$ cat src/rtl/lc3_arb_pkg.sv
// lc3_arb_pkg: shared types and defaults for the LC-3 single-port memory arbiter.
//   arb_state_t : sequencer states (IDLE, ACCESS, DONE)
//   req_id_t    : requester id, REQ_CPU = 0, REQ_DMA = 1
//   DEF_*       : default widths and wait-state count
//   CNT_W       : wait counter width (covers 0..15 wait states)
package lc3_arb_pkg;

    localparam int unsigned DEF_ADDR_W      = 16;
    localparam int unsigned DEF_DATA_W      = 16;
    localparam int unsigned DEF_WAIT_CYCLES = 1;
    localparam int unsigned CNT_W           = 4;

    typedef enum logic [1:0] {
        IDLE   = 2'd0,
        ACCESS = 2'd1,
        DONE   = 2'd2
    } arb_state_t;

    typedef logic req_id_t;

    localparam req_id_t REQ_CPU = 1'b0;
    localparam req_id_t REQ_DMA = 1'b1;

endpackage

$ cat src/rtl/lc3_arb_pick.sv
// lc3_arb_pick: combinational winner selection between the CPU and DMA requesters.
//   cpu_req, dma_req : request lines
//   last_gnt         : requester granted most recently (round-robin only)
//   any_req          : at least one request pending
//   winner           : selected requester id
// Build option: LC3_ARB_RR_EN selects round-robin on ties; otherwise the CPU always
// wins and last_gnt is ignored.
module lc3_arb_pick
    import lc3_arb_pkg::*;
(
    input  logic    cpu_req,
    input  logic    dma_req,
    input  req_id_t last_gnt,
    output logic    any_req,
    output req_id_t winner
);

    always_comb begin
        any_req = cpu_req | dma_req;
`ifdef LC3_ARB_RR_EN
        // On a tie the requester that was not served last goes next.
        if (cpu_req && dma_req) begin
            winner = (last_gnt == REQ_CPU) ? REQ_DMA : REQ_CPU;
        end else begin
            winner = cpu_req ? REQ_CPU : REQ_DMA;
        end
`else
        winner = cpu_req ? REQ_CPU : REQ_DMA;
`endif
    end

`ifndef LC3_ARB_RR_EN
    logic unused_last_gnt;
    assign unused_last_gnt = last_gnt;
`endif

endmodule

$ cat src/rtl/lc3_mem_arbiter.sv
// lc3_mem_arbiter: shares one memory port between the CPU load/store path and a
// DMA/program-loader requester. Each access runs IDLE -> ACCESS (WAIT_CYCLES+1 cycles)
// -> DONE, where the winner gets a one-cycle ack with its read data.
//   clk, rst                         : clock, asynchronous active-high reset
//   cpu_req/we/addr/wdata, cpu_ack/rdata : CPU requester
//   dma_req/we/addr/wdata, dma_ack/rdata : DMA requester
//   mem_addr/wdata/we/en, mem_rdata  : memory port
//   busy                             : not in IDLE
//   gnt_id                           : current or last granted requester (0 CPU, 1 DMA)
// Build option: LC3_ARB_RR_EN enables round-robin arbitration (default fixed priority).
// All outputs are registered.
module lc3_mem_arbiter
    import lc3_arb_pkg::*;
#(
    parameter int unsigned ADDR_W      = DEF_ADDR_W,
    parameter int unsigned DATA_W      = DEF_DATA_W,
    parameter int unsigned WAIT_CYCLES = DEF_WAIT_CYCLES
) (
    input  logic              clk,
    input  logic              rst,
    input  logic              cpu_req,
    input  logic              cpu_we,
    input  logic [ADDR_W-1:0] cpu_addr,
    input  logic [DATA_W-1:0] cpu_wdata,
    output logic              cpu_ack,
    output logic [DATA_W-1:0] cpu_rdata,
    input  logic              dma_req,
    input  logic              dma_we,
    input  logic [ADDR_W-1:0] dma_addr,
    input  logic [DATA_W-1:0] dma_wdata,
    output logic              dma_ack,
    output logic [DATA_W-1:0] dma_rdata,
    output logic [ADDR_W-1:0] mem_addr,
    output logic [DATA_W-1:0] mem_wdata,
    output logic              mem_we,
    output logic              mem_en,
    input  logic [DATA_W-1:0] mem_rdata,
    output logic              busy,
    output req_id_t           gnt_id
);

    localparam logic [CNT_W-1:0] WAIT_CNT = CNT_W'(WAIT_CYCLES);

    arb_state_t       state_q;
    logic [CNT_W-1:0] cnt_q;
    logic             any_req;
    req_id_t          winner;
    req_id_t          last_gnt;

`ifdef LC3_ARB_RR_EN
    // Separate pointer: it resets to DMA so the CPU wins the first tie, while
    // gnt_id itself resets to CPU.
    req_id_t last_q;
    assign last_gnt = last_q;
`else
    assign last_gnt = gnt_id;
`endif

    lc3_arb_pick u_pick (
        .cpu_req  (cpu_req),
        .dma_req  (dma_req),
        .last_gnt (last_gnt),
        .any_req  (any_req),
        .winner   (winner)
    );

    // The mem_* registers double as the latched request, so later changes on the
    // requester inputs cannot reach the memory port mid-access.
    always_ff @(posedge clk or posedge rst) begin
        if (rst) begin
            state_q   <= IDLE;
            cnt_q     <= '0;
            cpu_ack   <= 1'b0;
            dma_ack   <= 1'b0;
            cpu_rdata <= '0;
            dma_rdata <= '0;
            mem_addr  <= '0;
            mem_wdata <= '0;
            mem_we    <= 1'b0;
            mem_en    <= 1'b0;
            busy      <= 1'b0;
            gnt_id    <= REQ_CPU;
`ifdef LC3_ARB_RR_EN
            last_q    <= REQ_DMA;
`endif
        end else begin
            cpu_ack <= 1'b0;
            dma_ack <= 1'b0;
            unique case (state_q)
                IDLE: begin
                    if (any_req) begin
                        state_q <= ACCESS;
                        busy    <= 1'b1;
                        mem_en  <= 1'b1;
                        cnt_q   <= WAIT_CNT;
                        gnt_id  <= winner;
`ifdef LC3_ARB_RR_EN
                        last_q  <= winner;
`endif
                        if (winner == REQ_CPU) begin
                            mem_addr  <= cpu_addr;
                            mem_wdata <= cpu_wdata;
                            mem_we    <= cpu_we;
                        end else begin
                            mem_addr  <= dma_addr;
                            mem_wdata <= dma_wdata;
                            mem_we    <= dma_we;
                        end
                    end
                end
                ACCESS: begin
                    if (cnt_q == '0) begin
                        state_q <= DONE;
                        mem_en  <= 1'b0;
                        mem_we  <= 1'b0;
                        if (gnt_id == REQ_CPU) begin
                            cpu_ack   <= 1'b1;
                            cpu_rdata <= mem_rdata;
                        end else begin
                            dma_ack   <= 1'b1;
                            dma_rdata <= mem_rdata;
                        end
                    end else begin
                        cnt_q <= cnt_q - 1'b1;
                    end
                end
                DONE: begin
                    state_q <= IDLE;
                    busy    <= 1'b0;
                end
                default: begin
                    state_q <= IDLE;
                    busy    <= 1'b0;
                    mem_en  <= 1'b0;
                    mem_we  <= 1'b0;
                end
            endcase
        end
    end

endmodule
$ cat config.mk
export PLATFORM = sky130hd
export DESIGN_NAME = lc3_mem_arbiter
export DESIGN_NICKNAME = d
export VERILOG_FILES = /design/src/rtl/lc3_arb_pkg.sv /design/src/rtl/lc3_arb_pick.sv /design/src/rtl/lc3_mem_arbiter.sv
export SDC_FILE = /design/constraint.sdc
export NUM_CORES = 1
export LEC_CHECK = 0
export BUFFER_PORTS_ARGS = -buffer_cell sky130_fd_sc_hd__buf_2
export CAP_MARGIN = 20
export CORE_MARGIN = 4
export CORE_UTILIZATION = 39
export CTS_BUF_LIST = sky130_fd_sc_hd__clkbuf_4
export CTS_CLUSTER_SIZE = 14
export DETAILED_ROUTE_END_ITERATION = 16
export GPL_TIMING_DRIVEN = 0
export PLACE_DENSITY_LB_ADDON = 0.08
export SETUP_SLACK_MARGIN = 0.5
export SLEW_MARGIN = 20
export SYNTH_ARGS = -nofsm -noshare
export SYNTH_HDL_FRONTEND = slang
export SYNTH_HIERARCHICAL = 1
export SYNTH_SLANG_ARGS = --single-unit
$ cat constraint.sdc
create_clock -name clk -period 3.6 [get_ports clk]
set_clock_uncertainty 0.05 [all_clocks]
set_input_delay 0.72 -clock clk [delete_from_list [all_inputs] [get_ports clk]]
set_output_delay 0.72 -clock clk [all_outputs]
set_load 0.02 [all_outputs]
Word-level counts from Yosys, hierarchy flattened:

Index checks and enable logic that the tools add are counted.

* flip-flop bits (word level): 76
* latch bits: 0
* memory bits (writable): 0
* bits in read-only memories: 0
* input port bits: 86
* output and inout port bits: 70
* word-level logic and storage cells: 54
* memories: 0

* $add $sub $neg: 1
* multipliers: 0
* div/mod/pow operators: 0
* $lt $le $gt $ge: 0
* equality and inequality tests: 5
* shift operators: 0
* muxes and demuxes: 22
* bitwise operators: 4
* reduce and logical (&&, ||, !) cells: 10

Operators by type and width (number)
* 16-bit two-way mux: 2
* 3-bit AND reduction: 4
* 1-bit two-way mux: 11
* 4-bit two-way mux: 2
* 4-bit one-hot mux with 2 select lines: 1
* 2-bit != test, second input constant: 3
* 1-bit one-hot mux with 3 select lines: 2
* 2-bit AND reduction: 3
* 4-bit zero test: 1
* 2-bit two-way mux: 2
* 2-bit one-hot mux with 2 select lines: 1
* 4-bit by 1-bit subtractor with 4-bit output, second input constant: 1
* 1-bit inverter: 3
* 2-bit by 1-bit equality test with 1-bit output, second input constant: 1
* 2-bit equality test, second input constant: 1
* 2-bit zero test: 1
* 1-bit one-hot mux with 2 select lines: 1
* 2-bit nonzero test: 1
* 1-bit OR: 1

Depth between registers and ports, before layout:

Gate-level depths: netlist (run 1).

* word-level depth: 3
* depth in mapped cells: 8
* depth with buffers taken out: 5

Hierarchy:

The synthesis (run 1) kept the hierarchy.

Modules (own cells, without submodules)
* lc3_mem_arbiter: instances 1, cells each 263, area each 3256.9 µm², seq. area each 1901.8 µm²
* lc3_arb_pick: instances 1, cells each 2, area each 10.0 µm², seq. area each 0.0 µm²

Worst setup path before layout (run 1):

OpenSTA, ideal clock, no wires.

* kind: reg2reg
* from: reg cnt_q[0]
* to: reg cpu_rdata[0]
* library setup time: 0.125 ns
* arrival time: 2.016 ns
* required time: 3.425 ns
* path slack: 1.409 ns
* cell stages (with the launch flop): 9
* buffers on the path: 3
* clock period less this slack: 2.191 ns
* cells stage by stage: dfrtp_1 > inv_1 > ha_1 > or3b_1 > buf_2 > or3_1 > buf_6 > buf_12 > mux2_4

* longest elaborated chain between the ends: 2

Ends and longest elaborated chain
* start: declaration: RTL line lc3_mem_arbiter.sv:45 `logic [CNT_W-1:0] cnt_q;`
* start signal: assignment: RTL line lc3_mem_arbiter.sv:124 `cnt_q <= cnt_q - 1'b1;`
* 4-bit zero test: RTL line lc3_mem_arbiter.sv:112 `if (cnt_q == '0) begin`
* 3-bit AND reduction (no line)
* end signal: assignment: RTL line lc3_mem_arbiter.sv:118 `cpu_rdata <= mem_rdata;`
* end: declaration: RTL line lc3_mem_arbiter.sv:26 `output logic [DATA_W-1:0] cpu_rdata,`

Every way passes these cells.
A chain may end at the register's enable or synchronous reset.

Worst setup path after layout (run 1):

* from: reg cnt_q[1]
* to: reg cpu_rdata[2]

Same word-level chain as after synthesis.

==> results of run 1 <==
## power by group through the flow
stage	clock [mW]	sequential, mW	combinational [mW]
floorplan	0	1.98	0.736
global placement	0	1.51	1.83
detailed placement	0	1.51	1.87
CTS	0.628	1.50	1.86
global route	0.660	1.55	1.99
finish	0.605	1.49	1.82
## logic make-up (layout without fill, tap and decap cells)
logic type               Yosys count  after routing
multiplexers                      70             70
flip-flops                        76             76
AND/OR/NAND/NOR                   57             57
buffers and inverters             23            195
adder cells (fa/ha/maj)            2              2
AO/OA/AOI/OAI                     37             37
## synthesized netlist by cell type, drive strengths merged
cell type	number
clkbuf	10
inv	6
nand3	5
nand3b	1
o21bai	1
nor2	3
nor3	2
a22o	1
buf	7
or3b	2
nor3b	1
mux2	36
ha	2
nand2	37
o21ai	35
and3	1
dfrtp	76
nand2b	1
or3	1
or2	1
mux2i	34
nor2b	2
## metal layers
| layer | wire [um] | share of wire [%] |
|---|---|---|
| met4 | 85 | 1.1 |
| met2 | 3420 | 44 |
| met5 | 0 | 0 |
| met1 | 3590 | 46 |
| met3 | 695 | 8.9 |
## through the flow
stage                     setup WS [ns]  total power, mW
final                              1.28             3.92
after floorplan                   0.892             2.71
after detailed placement          0.873             3.38
after global routing               1.12             4.21
after CTS                          1.27             3.99
after global placement           -0.110             3.34
## cell type report
class | instances | area, um2
fill | 777 | 3810
sequential | 76 | 1900
multi-input combinational | 166 | 1250
timing repair buffer | 156 | 796
tap | 105 | 131
clock inverter | 7 | 98.8
buffer | 17 | 91.3
clock buffer | 9 | 67.6
inverter | 6 | 25.0
## state kept, by name (all words and copies together), names as in the netlist, 2 cells and up
signal / cells
state_q: 2
cnt_q: 4
cpu_rdata: 16
mem_wdata: 16
dma_rdata: 16
mem_addr: 16
## path summary, 6_finish.rpt
kind	end	slack [ns]	depth (start not counted)
worst max-delay path	cpu_rdata[2]	1.28	8
worst min-delay path	cpu_rdata[7]	0.28	2
worst max register to register	cpu_rdata[2]	1.28	8
worst min register to register	mem_wdata[0]	0.44	2
max in group asynchronous	cnt_q[0]	2.64	3
min in group clk	mem_wdata[0]	0.44	2
## cells in the final DEF (no fill, tap or decap), types with 2 or more instances in the layout
master and n:
buf_1 2, buf_12 2, buf_2 158, bufinv_16 2, clkbuf_1 10, clkbuf_4 9, dfrtp_1 76, ha_1 2
inv_1 5, inv_6 2, mux2_2 27, mux2_4 9, mux2i_1 34, nand2_1 37, nand3_1 5, nor2_1 3
nor2b_1 2, nor3_1 2, o21ai_0 35
==> results.sh, run 1 <==
export IMPL_outcome="finished clean"
export IMPL_path_cells="inv_1 > ha_1 > or3b_1 > buf_2 > or3_1 > buf_6 > buf_12 > mux2_4"
export IMPL_use_met3_pct=4.70
export IMPL_grt_use_met1_pct=20.7
export IMPL_synth_xor_area_share_pct=0
export IMPL_fin_area_mm2=0.00436
export IMPL_power_frac_seq_pct=38.1
export IMPL_hold_viol_final=0
export IMPL_via_count=2524
export IMPL_power_per_cell_area_mw_per_mm2=899
export IMPL_slew_headroom_pct=49.5
export IMPL_cts_buffer_depth=2
export IMPL_rows=33
export IMPL_routed_wl_um=7790
export IMPL_yosys_register_bits=76
export IMPL_post_drt_wl_per_cell_um=14.4
export IMPL_nNetsFinal=520
export IMPL_avgSynthCellArea_um2=12.3
export IMPL_cp_startpoint="cnt_q[1]"
export IMPL_cts_hold_buf=0
export IMPL_synth_area_mm2=0.00327
export IMPL_syn_to_final_growth_pct=33.6
export IMPL_placed_cell_area_mm2=0.00420
export IMPL_worst_setup_path_end_kind="register"
export IMPL_power_leakage_nw=2.33
export IMPL_worst_path_buf_inv=4
export IMPL_place_inst=526
export IMPL_synth_top_family_by_area="multiplexers"
export IMPL_synth_simple_gate_area_share_pct=7.81
export IMPL_cts_sinks=76
export IMPL_boundaryPins=156
export IMPL_dieWidth_um=99.5
export IMPL_cts_inserted_buffers=9
export IMPL_syn_num_nets=353
export IMPL_timing_rr_start="cnt_q[1]"
export IMPL_ant_nets=0
export IMPL_fin_tns_setup_ns=0
export IMPL_port_buffers=155
export IMPL_critPathRequiredTime_ns=3.86
export IMPL_setup_viol_count_final=0
export IMPL_ys_warnings_count=6
export IMPL_rsz0062_at_grt="false"
export IMPL_max_cap_violations=0
export IMPL_clk_pin_slew_worst_paths_ns=0.14
export IMPL_slowest_delay_ns=0.43
export IMPL_drt_iter0_drc=29
export IMPL_yosysTopAreaCell="dfrtp_1"
export IMPL_vias_per_cell=4.66
export IMPL_cts_root_buf="clkbuf_4"
export IMPL_ir_drop_mv=0.271
export IMPL_max_freq_ghz=0.431
export IMPL_grt_pass1_wl_um=12300
export IMPL_muxShareOfSynthArea_pct=23.9
export IMPL_ys_seq_area_share_pct=58.2
export IMPL_die_h_um=99.5
export IMPL_insertion_delay_ns=0.41
export IMPL_slew_viol_final=0
export IMPL_crit_path_max_fanout=10
export IMPL_hpwl_um=5860
export IMPL_p_clk_share_pct=15.4
export IMPL_drive_gt1_share_pct=49.2
export IMPL_diodes=0
export IMPL_layout_min_cycle_time_ns=2.32
export IMPL_initial_core_util_pct=40.0
export IMPL_route_detailed_drc=0
export IMPL_worstMarginPinSlew_ns=0.757
export IMPL_cts_htree_levels=3
export IMPL_cts_resized=0
export IMPL_fin_cells=542
export IMPL_gp_congestion=0.737
export IMPL_internal_power_mw=2.30
export IMPL_overflow=0
export IMPL_hold_class="input port to asynchronous set/reset pin"
export IMPL_postCtsSetupBuffers=0
export IMPL_p_sw_share_pct=41.5
export IMPL_combPwrFrac_pct=46.5
export IMPL_core_area_mm2=0.00818
export IMPL_cts_tree="yes"
export IMPL_holdWs_ns=0.277
export IMPL_startpoint_type="register"
export IMPL_fin_crit_sh_pct=64.4
export IMPL_met2_usage_pct=24.3
export IMPL_synth_area_leaders="dfrtp_1, mux2i_1, mux2_2"
export IMPL_antenna_found_initial=0
export IMPL_crit_slowest_cell="dfrtp_1"
export IMPL_grt_max_degree=40
export IMPL_grt_usage_pct=15.6
export IMPL_critPathArrivalTime_ns=2.58
export IMPL_syn_inst=265
export IMPL_synth_compound_area_share_pct=5.86
export IMPL_die_area_mm2=0.00991
export IMPL_criticalPathCategory="register to register"
export IMPL_yosys_area_top_type_share_pct=58.2
export IMPL_ys_types=27
export IMPL_grt_pass1_vias=2554
export IMPL_top_usage_layer="met2"
export IMPL_power_switching_mw=1.63
export IMPL_cp_top_family="simple AND/OR/NAND/NOR gates"
export IMPL_utilization_pct=53.4
export IMPL_firstDrtPassIters=4
export IMPL_synthAdderAreaFrac_pct=0.766
No activity file was read; power rests on OpenSTA's default activity.
==> run 2, diff against run 1 <==
- ABC_AREA: default -> 1
- clock period: 3.6 -> 2.15 ns (I/O delays scaled with it)
==> run 2 against run 1 <==
  * Non-clock buffer count up 4
  * Power rose by 70%
  * Sequential power grew 68%
  * Worst setup slack worse by 0.65 ns
  * Flip-flop and latch count stayed put
  * Cell count grew 17%
  * Register-to-register slack got worse by 0.65 ns
  * Sequential share of layout area is 0.42 points higher
  * Wire length is 9.9% higher
  * Largest cell class unchanged
  * Largest power group unchanged
==> results.sh, run 2 <==
export IMPL_outcome="finished clean"
export IMPL_power_leakage_nw=2.33
export IMPL_route_detailed_drc=0
export IMPL_hpwl_um=6620
export IMPL_routed_wl_um=8560
export IMPL_syn_num_nets=447
export IMPL_slowest_delay_ns=0.40
export IMPL_diodes=0
export IMPL_nNetsFinal=615
export IMPL_crit_path_max_fanout=10
export IMPL_slew_headroom_pct=53.1
export IMPL_grt_usage_pct=18.2
export IMPL_cts_buffer_depth=2
export IMPL_reg2regPathDepth=8
export IMPL_placed_cell_area_mm2=0.00415
export IMPL_dieWidth_um=98.5
export IMPL_max_freq_ghz=0.661
export IMPL_drive_gt1_share_pct=37.2
export IMPL_yosysTopAreaCell="dfrtp_1"
export IMPL_vias_per_cell=4.63
export IMPL_gp_congestion=0.775
export IMPL_max_cap_violations=0
export IMPL_cts_hold_buf=0
export IMPL_critPathRequiredTime_ns=2.40
export IMPL_worst_setup_path_end_kind="register"
export IMPL_rows=32
export IMPL_ys_warnings_count=6
export IMPL_cp_top_family="simple AND/OR/NAND/NOR gates"
export IMPL_cts_sinks=76
export IMPL_ys_types=20
export IMPL_clk_pin_slew_worst_paths_ns=0.14
export IMPL_synth_area_mm2=0.00319
export IMPL_startpoint_type="register"
export IMPL_fin_tns_setup_ns=0
export IMPL_total_power_mw=6.67
export IMPL_die_area_mm2=0.00969
export IMPL_drt_iter0_drc=89
export IMPL_synth_edf_count=0
export IMPL_yosys_area_top_type_share_pct=59.6
export IMPL_worstMarginPinSlew_ns=0.702
export IMPL_antenna_found_initial=0
export IMPL_syn_to_final_growth_pct=35.5
export IMPL_port_buffers=155
export IMPL_insertion_delay_ns=0.42
export IMPL_cts_tree="yes"
export IMPL_fin_area_mm2=0.00432
export IMPL_firstDrtPassIters=4
export IMPL_grt_max_degree=31
export IMPL_final_cell_mix="buf_2, nand2_1, dfrtp_1"
export IMPL_cts_inserted_buffers=9
export IMPL_layout_min_cycle_time_ns=1.51
export IMPL_power_per_cell_area_mw_per_mm2=1540
export IMPL_ys_seq_area_share_pct=59.6
export IMPL_grt_pass1_wl_um=14300
export IMPL_yosys_register_bits=76
export IMPL_hold_class="input port to asynchronous set/reset pin"
export IMPL_post_drt_wl_per_cell_um=13.5
export IMPL_async_flop_share_pct=100
export IMPL_boundaryPins=156
export IMPL_layout_commonest_cell="buf_2"
export IMPL_cts_root_buf="clkbuf_4"
export IMPL_synth_area_leaders="dfrtp_1, nand2_1, a31oi_1"
export IMPL_ff2ff_setup_slack_ns=0.64
export IMPL_ir_drop_mv=0.661
export IMPL_initial_core_util_pct=40.7
export IMPL_yosysMostFrequentCell="nand2_1"
export IMPL_avgSynthCellArea_um2=8.89
export IMPL_grt_pass1_vias=2987
export IMPL_crit_path_frequent_cell="nand2_1"
export IMPL_path_cells="inv_2 > ha_1 > nand2_1 > nor2_4 > nand2_2 > buf_4 > nand2_1 > o21ai_1"
export IMPL_cts_htree_levels=3
export IMPL_slew_viol_final=0
export IMPL_core_area_mm2=0.00785
export IMPL_ant_nets=0
export IMPL_via_count=2934
export IMPL_synth_top_cells_by_count="nand2_1, dfrtp_1, nor2_1, a31oi_1, o21ai_1"
export IMPL_critPathArrivalTime_ns=1.77
export IMPL_rsz0062_at_grt="true"
export IMPL_crit_slowest_cell="dfrtp_1"
export IMPL_syn_inst=359
export IMPL_overflow=0
export IMPL_hold_viol_final=0
export IMPL_die_h_um=98.5
export IMPL_cp_startpoint="cnt_q[0]"
export IMPL_worst_path_buf_inv=2
export IMPL_yosys_most_used_dff="dfrtp_1"
export IMPL_setup_viol_count_final=0
export IMPL_criticalPathCategory="register to register"
export IMPL_timing_rr_start="cnt_q[0]"
export IMPL_holdWs_ns=0.0472
export IMPL_timing_rr_end="cpu_rdata[10]"
export IMPL_fin_crit_sh_pct=70.4
==> run 2: cell types whose count changed after synthesis, sizes merged, moves of 7 or more <==
cell and delta:
buf +7, nand2 +80, a31oi +32, inv +24, mux2i -33, mux2 -36
nor2 +36
==> run 2: worst register-to-register path: cells and delay by family (launching register included) <==
family / cells / cell delay (ns)
AND/OR/NAND/NOR: 4 / 0.44
adder cells (fa/ha/maj): 1 / 0.15
flip-flops: 1 / 0.40
AO/OA/AOI/OAI: 1 / 0.06
buffers and inverters: 2 / 0.30
==> run 2: layout make-up <==
cell class | instances | area [um2]
Buffer | 20 | 121
Clock buffer | 9 | 67.6
Clock inverter | 7 | 98.8
Fill cell | 799 | 3530
Inverter | 30 | 116
Multi-Input combinational cell | 233 | 1060
Sequential cell | 76 | 1900
Tap cell | 102 | 128
Timing Repair Buffer | 157 | 823
==> run 2: worst max-delay path by stage <==
stage,to,depth (start not counted)
floorplan,dma_rdata[0],8
global placement,mem_addr[0],2
detailed placement,mem_wdata[8],8
CTS,dma_rdata[9],8
global route,dma_rdata[9],8
finish,cpu_rdata[10],8
==> run 2: kinds of logic after synthesis <==
kind of cell    count (synthesis)  share of synthesized area, %
mux                             1                         0.314
buf+inv                        50                          7.18
simple gates                  159                          19.6
flops                          76                          59.6
xor+xnor                        1                         0.275
fa+ha+maj                       2                         0.784
compound gates                 70                          12.2
==> run 2: what timing repair did <==
action | 4_1_cts | 5_1_grt
gates resized for setup | 0 | 6
setup endpoints to repair | 0 | 61
buffers inserted | 0 | 0
==> run 2: power breakdown <==
group / leakage [nW] / internal [mW] / switching (mW)
logic: 1.35 / 1.11 / 2.05
clock network: 0.0865 / 0.477 / 0.529
registers: 0.894 / 2.13 / 0.376
==> run 2: through the flow <==
step	utilization, %	setup slack [ns]	instances
2_1_floorplan	-	0.747	359
3_3_place_gp	52.2	0.245	616
3_5_place_dp	52.8	0.435	618
4_1_cts	54.9	0.517	634
5_1_grt	55.1	0.497	634
6_report	55.1	0.636	634
==> run 2: metal layers <==
layer,track usage (%),up-vias,wire [um]
li1,-,1490,-
met1,22.7,1315,3580
met2,29.4,112,4000
met3,5.59,17,815
met4,7.46,0,171
met5,0,-,0
